[src/rtl/bcd_to_bin_converter_pkg.sv]
// bcd_to_bin_converter_pkg: shared FSM encoding, default sizes and digit-correction constants
package bcd_to_bin_converter_pkg;
  typedef enum logic [1:0] {IDLE = 2'd0, CONVERT = 2'd1, FINISH = 2'd2} state_t;
  localparam int DEF_DIGITS = 6;
  localparam int DEF_BIN_W = 20;
  localparam logic [3:0] BCD_MAX_DIGIT = 4'd9;
  localparam logic [3:0] ADJ_THRESH = 4'd8;
  localparam logic [3:0] ADJ_SUB = 4'd3;
  function automatic longint pow10(input int d);
    longint p = 1;
    for (int i = 0; i < d; i++) p = p * 10;
    return p;
  endfunction
endpackage

[src/rtl/bcd_to_bin_converter_adjust.sv]
// bcd_nibble_adjust: undo the decimal carry of one BCD nibble after a right shift (n>=8 ? n-3 : n)
module bcd_nibble_adjust
  import bcd_to_bin_converter_pkg::*;
(
  input  logic [3:0] n,
  output logic [3:0] y
);
  assign y = n >= ADJ_THRESH ? n - ADJ_SUB : n;
endmodule

[src/rtl/bcd_to_bin_converter.sv]
// bcd_to_bin_converter: start/done reverse double-dabble BCD-to-binary converter (clk, reset, start, bcd_in -> bin_out, busy, done, err)
module bcd_to_bin_converter
  import bcd_to_bin_converter_pkg::*;
#(
  parameter int DIGITS = DEF_DIGITS,
  parameter int BIN_W = DEF_BIN_W
) (
  input  logic                clk,
  input  logic                reset,
  input  logic                start,
  input  logic [4*DIGITS-1:0] bcd_in,
  output logic [BIN_W-1:0]    bin_out,
  output logic                busy,
  output logic                done,
  output logic                err
);
  localparam int BCD_W = 4 * DIGITS;
  localparam int SR_W = BCD_W + BIN_W;
  localparam int CW = $clog2(BIN_W + 1);
  if (BIN_W < 63 && (longint'(1) << BIN_W) <= pow10(DIGITS) - 1) begin : g_width_check
    $fatal(1, "BIN_W too narrow for DIGITS");
  end
  state_t state, state_nx;
  logic [SR_W-1:0] sr, sr_shift, sr_nx;
  logic [BCD_W-1:0] bcd_adj;
  logic [CW-1:0] cnt;
  logic bad, bad_in;
  assign sr_shift = sr >> 1;
  for (genvar i = 0; i < DIGITS; i++) begin : g_adj
    bcd_nibble_adjust u_adj (.n(sr_shift[BIN_W+4*i +: 4]), .y(bcd_adj[4*i +: 4]));
  end
  assign sr_nx = {bcd_adj, sr_shift[BIN_W-1:0]};
  always_comb begin
    bad_in = 1'b0;
    for (int i = 0; i < DIGITS; i++) bad_in = bad_in | (bcd_in[4*i +: 4] > BCD_MAX_DIGIT);
  end
  always_ff @(posedge clk) state <= reset ? IDLE : state_nx;
  // an invalid input passes through one throw-away CONVERT cycle so its result lands two cycles after acceptance
  always_comb begin
    state_nx = state == IDLE    ? (start ? CONVERT : IDLE) :
               state == CONVERT ? ((bad || cnt == CW'(BIN_W - 1)) ? FINISH : CONVERT) :
                                  IDLE;
  end
  always_comb busy = state != IDLE;
  always_ff @(posedge clk) begin
    if (reset) begin
      sr      <= '0;
      cnt     <= '0;
      bad     <= 1'b0;
      bin_out <= '0;
      err     <= 1'b0;
      done    <= 1'b0;
    end else begin
      done <= state == FINISH;
      if (state == IDLE && start) begin
        sr  <= {bcd_in, {BIN_W{1'b0}}};
        cnt <= '0;
        bad <= bad_in;
      end
      if (state == CONVERT) begin
        sr  <= sr_nx;
        cnt <= cnt + CW'(1);
      end
      if (state == FINISH) begin
        bin_out <= bad ? '0 : sr[BIN_W-1:0];
        err     <= bad;
      end
    end
  end
endmodule
[config.mk]
export PLATFORM = sky130hd
export DESIGN_NAME = bcd_to_bin_converter
export DESIGN_NICKNAME = d
export VERILOG_FILES = /design/src/rtl/bcd_to_bin_converter_pkg.sv /design/src/rtl/bcd_to_bin_converter_adjust.sv /design/src/rtl/bcd_to_bin_converter.sv
export SDC_FILE = /design/constraint.sdc
export NUM_CORES = 1
export LEC_CHECK = 0
export CAP_MARGIN = 25
export CORE_MARGIN = 2
export CORE_UTILIZATION = 30
export CTS_BUF_LIST = sky130_fd_sc_hd__clkbuf_8
export DETAILED_ROUTE_END_ITERATION = 10
export PLACE_DENSITY_LB_ADDON = 0.2
export SLEW_MARGIN = 20
export SYNTH_ARGS = -nofsm -noshare
export SYNTH_HDL_FRONTEND = slang
export SYNTH_HIERARCHICAL = 1
export SYNTH_SLANG_ARGS = --single-unit
[constraint.sdc]
create_clock -name clk -period 1.5 [get_ports clk]
set_clock_uncertainty 0.1 [all_clocks]
set_input_delay 0.15 -clock clk [delete_from_list [all_inputs] [get_ports clk]]
set_output_delay 0.15 -clock clk [all_outputs]
set_load 0.01 [all_outputs]
Word-level counts from Yosys, hierarchy flattened
Cells that the tools add are included.
{"block": "word_totals", "input_bits": 27, "out_inout_bits": 23, "word_cells": 54, "regBits": 74}
{"block": "op_classes", "order_cmp": 12, "mux": 15, "add_sub_neg": 7, "reduce_logical": 5, "bitwise": 5, "eq_ne": 3}
{"operator": "44-bit two-way mux", "count": 2}
{"operator": "4-bit greater-than comparator (second input constant)", "count": 6}
{"operator": "4-bit two-way mux", "count": 6}
{"operator": "4-bit greater-or-equal comparator (second input constant)", "count": 5}
{"operator": "20-bit two-way mux", "count": 1}
{"operator": "4-bit by 2-bit subtractor with 4-bit output (second input constant)", "count": 5}
{"operator": "5-bit two-way mux", "count": 2}
{"operator": "2-bit two-way mux", "count": 3}
{"operator": "5-bit by 1-bit adder with 5-bit output (second input constant)", "count": 1}
{"operator": "5-bit == test (second input constant)", "count": 1}
{"operator": "1-bit bitwise OR", "count": 5}
{"operator": "3-bit by 4-bit greater-or-equal comparator with 1-bit output (second input constant)", "count": 1}
{"operator": "2-bit nonzero test", "count": 2}
{"operator": "3-bit by 2-bit subtractor with 4-bit output (second input constant)", "count": 1}
{"operator": "2-bit by 1-bit == test with 1-bit output (second input constant)", "count": 1}
{"operator": "2-bit == test (second input constant)", "count": 1}
{"operator": "2-bit zero test", "count": 1}
{"operator": "1-bit logical AND", "count": 1}
{"operator": "1-bit logical OR", "count": 1}
{"operator": "1-bit two-way mux", "count": 1}

Logic depth before layout (Yosys ltp)
{"block": "depth", "ltp_word": 6, "depth_mapped": 7, "ltp_nobuf": 7}

Hierarchy
Netlist, hierarchy kept.
{"module": "bcd_to_bin_converter", "area_per_inst_um2": 2807.7, "seq_area_each_um2": 1481.4, "cells_each": 271, "instances": 1}
{"module": "bcd_nibble_adjust", "area_per_inst_um2": 76.3, "seq_area_each_um2": 0.0, "cells_each": 11, "instances": 6}

Worst setup path after synthesis
Ideal clock, no wire load.
{"block": "synth_timing", "kind": "reg-to-reg", "start": "register state[0]", "end": "register sr[29]", "n_path_buf": 2, "arrival_time_ns": 1.211, "path_stages_with_launch": 6, "setup_time_ns": 0.117, "period_less_slack_ns": 1.428, "slack_ns": 0.072, "required_ns": 1.283, "cell_sequence": "dfxtp_1 buf_2 or3b_4 buf_6 o221ai_2 nor2_1"}
{"block": "synth_between", "elab_chain_cells": 3, "word_cells_on_any_way": 5, "cone_classes": "1 x eq/ne; 1 x mux; 3 x reduce/logical"}
{"item": "start, declared", "line": "bcd_to_bin_converter.sv:23", "rtl": "state_t state, state_nx;"}
{"item": "start signal, assigned", "line": "bcd_to_bin_converter.sv:37", "rtl": "always_ff @(posedge clk) state <= reset ? IDLE : state_nx;"}
{"item": "2-bit zero test", "line": "bcd_to_bin_converter.sv:55", "rtl": "if (state == IDLE && start) begin"}
{"item": "1-bit logical AND", "line": "bcd_to_bin_converter.sv:55"}
{"item": "2-bit nonzero test (no source line)"}
{"item": "end signal, assigned", "line": "bcd_to_bin_converter.sv:56", "rtl": "sr <= {bcd_in, {BIN_W{1'b0}}};"}
{"item": "end signal, assigned", "line": "bcd_to_bin_converter.sv:61", "rtl": "sr <= sr_nx;"}
{"item": "end, declared", "line": "bcd_to_bin_converter.sv:24", "rtl": "logic [SR_W-1:0] sr, sr_shift, sr_nx;"}
Parallel ways exist; a longest one is shown, timed or not.
A chain may end at the register's enable or synchronous reset.

Final worst setup path
{"block": "layout_timing", "start": "register state[0]", "end": "register sr[42]"}
Same word-level chain as after synthesis.

==> impl_metrics.json <==
{
  "io_pins": 50,
  "synth-compound-area-share": 0.262,
  "r2r_start": "state[0]",
  "topRoutingLayerUsed": "met4",
  "crit_start": "state[0]",
  "drt_wl_total_um": 7440,
  "cts_tree": "done",
  "final_cell_mix": "dfxtp_1 (67), a22o_1 (40), nor2_1 (36)",
  "final_util": 0.409,
  "place_worst_setup_slack_ps": -271,
  "cp_max_fo": 21,
  "antenna_found_initial": 0,
  "grt-ovfl-total": 0,
  "design.die.area_um2": 11700,
  "drc": 0,
  "worstSetupEndpoint": "sr[42]",
  "layout.nets": 454,
  "grt_pass1_wl_um": 11900,
  "multi_input_area_um2": 1660,
  "status": "completed",
  "die_width_um": 108,
  "async_reset_ff_frac": 0,
  "criticalPathCategory": "reg -> reg",
  "power_uw": 4530,
  "r2r_end": "sr[42]",
  "synthAdderAreaFrac": 0.0498,
  "core.rowCount": 38,
  "slew_viol_final": 0,
  "fill_cells": 1089,
  "crit_path_top_delay_cell": "or3b_4",
  "arrival_ps": 1610,
  "hold_violations": 0,
  "yosys_warnings": 6,
  "die_h_um": 108,
  "layout_commonest_cell": "dfxtp_1",
  "period_needed_ps": 1480,
  "setup_viol_count_final": 0,
  "synth_cell_types": 38,
  "portBuffers": 49,
  "yosys.area_share.simple": 0.148,
  "cts_root_buf": "clkbuf_8",
  "hp-class": "in -> reg",
  "wl_met1_um": 3750,
  "synth_flop_cell": "dfxtp_1",
  "dr_wl_met2_um": 3310,
  "instances_no_fill": 559,
  "max_cap_viol_count": 0,
  "clock.fmax_mhz": 678,
  "endpoint_kind": "register",
  "route.antenna.remaining_nets": 0,
  "ctsHtreeMaxLevel": 3,
  "drtIter0Drc": 109,
  "cp_slowest_stage_delay_ps": 550,
  "clk_latency_ps": 350,
  "synth_top_cells_by_area": "dfxtp_1 (45%), a22o_1 (11%), ha_1 (5.0%), o221ai_2 (4.6%), nor2_1 (4.1%)",
  "dp_hpwl_um": 5150,
  "reg2regPathDepth": 3,
  "startpoint_type": "register",
  "required_ps": 1630,
  "layout-drive-gt1-share": 0.203,
  "gp_congestion": 0.822,
  "grt_pass1_vias": 2455,
  "path_delay_family": "simple AND/OR/NAND/NOR gates",
  "synth_top_family_by_area": "compound AO/OA/AOI/OAI gates",
  "min_period_over_period": 0.983,
  "viasPerCell": 4.78,
  "synth_area_leader_cell": "dfxtp_1",
  "p_per_area_nw_per_um2": 1030,
  "area_growth_pct": 34.5,
  "numCtsBuffers": 9,
  "grt_setup_unrepaired": "true",
  "cp_num_cells": 3,
  "clockBufferDepth": 2,
  "grt_max_degree": 22,
  "critPathBufInv": 0,
  "coreArea_um2": 10700,
  "antenna_cells": 0,
  "synthMuxAreaShare": 0,
  "synth-edff-count": 0,
  "place_inst": 541,
  "syn_inst": 337,
  "synth-xor-area-share": 0.0349,
  "clock-sinks": 74,
  "cp_cell_sequence": "or3b_4 -> o221ai_1 -> nor2_1",
  "firstDrtPassIters": 5,
  "ir_drop_mv": 0.507,
  "synthesis.area_um2": 3270,
  "initial_core_util": 0.304,
  "ys_ff_latch": 74,
  "r2r_slack_ps": 20,
  "ff_latch_area_um2": 1500,
  "clk_pin_slew_ps": 90,
  "worst_slack_ps": 24.9,
  "power.leakage_uw": 0.00187,
  "grt_usage": 0.130,
  "vias": 2670,
  "wl_met3_um": 276,
  "yosysSeqAreaShare": 0.454,
  "synth_top_area_frac": 0.454,
  "synth.avg_cell_area_um2": 9.69,
  "wire_per_inst_um": 13.3
}
## synthesized netlist by cell type, types with 3 or more instances
| cell | count |
|---|---|
| a22o_1 | 40 |
| o221ai_2 | 10 |
| clkbuf_1 | 4 |
| o221a_2 | 7 |
| a21oi_1 | 17 |
| nor3_1 | 3 |
| inv_1 | 13 |
| nor2_1 | 36 |
| dfxtp_1 | 74 |
| nand2b_1 | 9 |
| buf_2 | 13 |
| nor2b_1 | 14 |
| xor2_1 | 7 |
| a31oi_1 | 6 |
| o21ai_0 | 17 |
| xnor2_1 | 6 |
| nand2_1 | 23 |
| ha_1 | 13 |
## worst min-delay path, cell delays in order
cell and delay, ps:
clkdlybuf4s50_1 400, nand2_1 60, a31oi_1 70
## area by class of cell
| cell class | count | area share |
|---|---|---|
| clock buffers | 9 | 0.0282 |
| repair buffers | 83 | 0.182 |
| multi-input cells | 233 | 0.378 |
| clock inverters | 7 | 0.0194 |
| flip-flops and latches | 74 | 0.341 |
| inverters | 13 | 0.0111 |
| well taps | 140 | 0.0399 |
## registers in the layout, summed over array words and instances, names as in the netlist
register and count:
sr 44, bin_out 20, cnt 5, state 2, bad 1, done 1
err 1
## how the worst min path moves through the flow
stage,startpoint,endpoint,depth (start not counted)
2_1_floorplan,bcd_in[8],sr[28],2
3_3_place_gp,err,err,2
3_5_place_dp,bin_out[0],bin_out[0],2
4_1_cts,bcd_in[20],sr[40],3
5_1_grt,bcd_in[20],sr[40],3
6_report,bcd_in[20],sr[40],3
## kinds of logic (layout without fill, tap and decap cells)
family | after synthesis | after routing
AOI/OAI and AO/OA | 105 | 105
xor gates and xnor gates | 13 | 13
adders and majority gates | 13 | 13
buffers and inverters | 34 | 112
DFF | 74 | 74
other | 1 | 5
and+or+nand+nor | 97 | 97
## metrics by stage
step	hold slack, ps	cell area, um^2	TNS, ps
2_1_floorplan	204	3280	0
3_3_place_gp	341	4120	-11570
3_5_place_dp	344	4120	-12630
4_1_cts	256	4360	0
5_1_grt	297	4390	-17.4
6_report	268	4390	0
## power breakdown
part,switching [uW],internal (uW),total (uW)
clock network,840,800,1640
logic,348,376,724
registers,113,2050,2170
## repair_timing
action                                  4_1_cts  5_1_grt
resized for setup                            32       13
pin swaps                                     1        7
buffers inserted                              3        0
endpoints found under the setup margin       78       19
hold buffers                                  0        0
## per-layer routing
metal	GRT usage	vias to the layer above
met4	0.0430	0
met1	0.173	1262
met3	0.0386	10
met2	0.201	47
met5	0	-
li1	-	1351
Note: power is estimated with default switching activity, not from simulation.
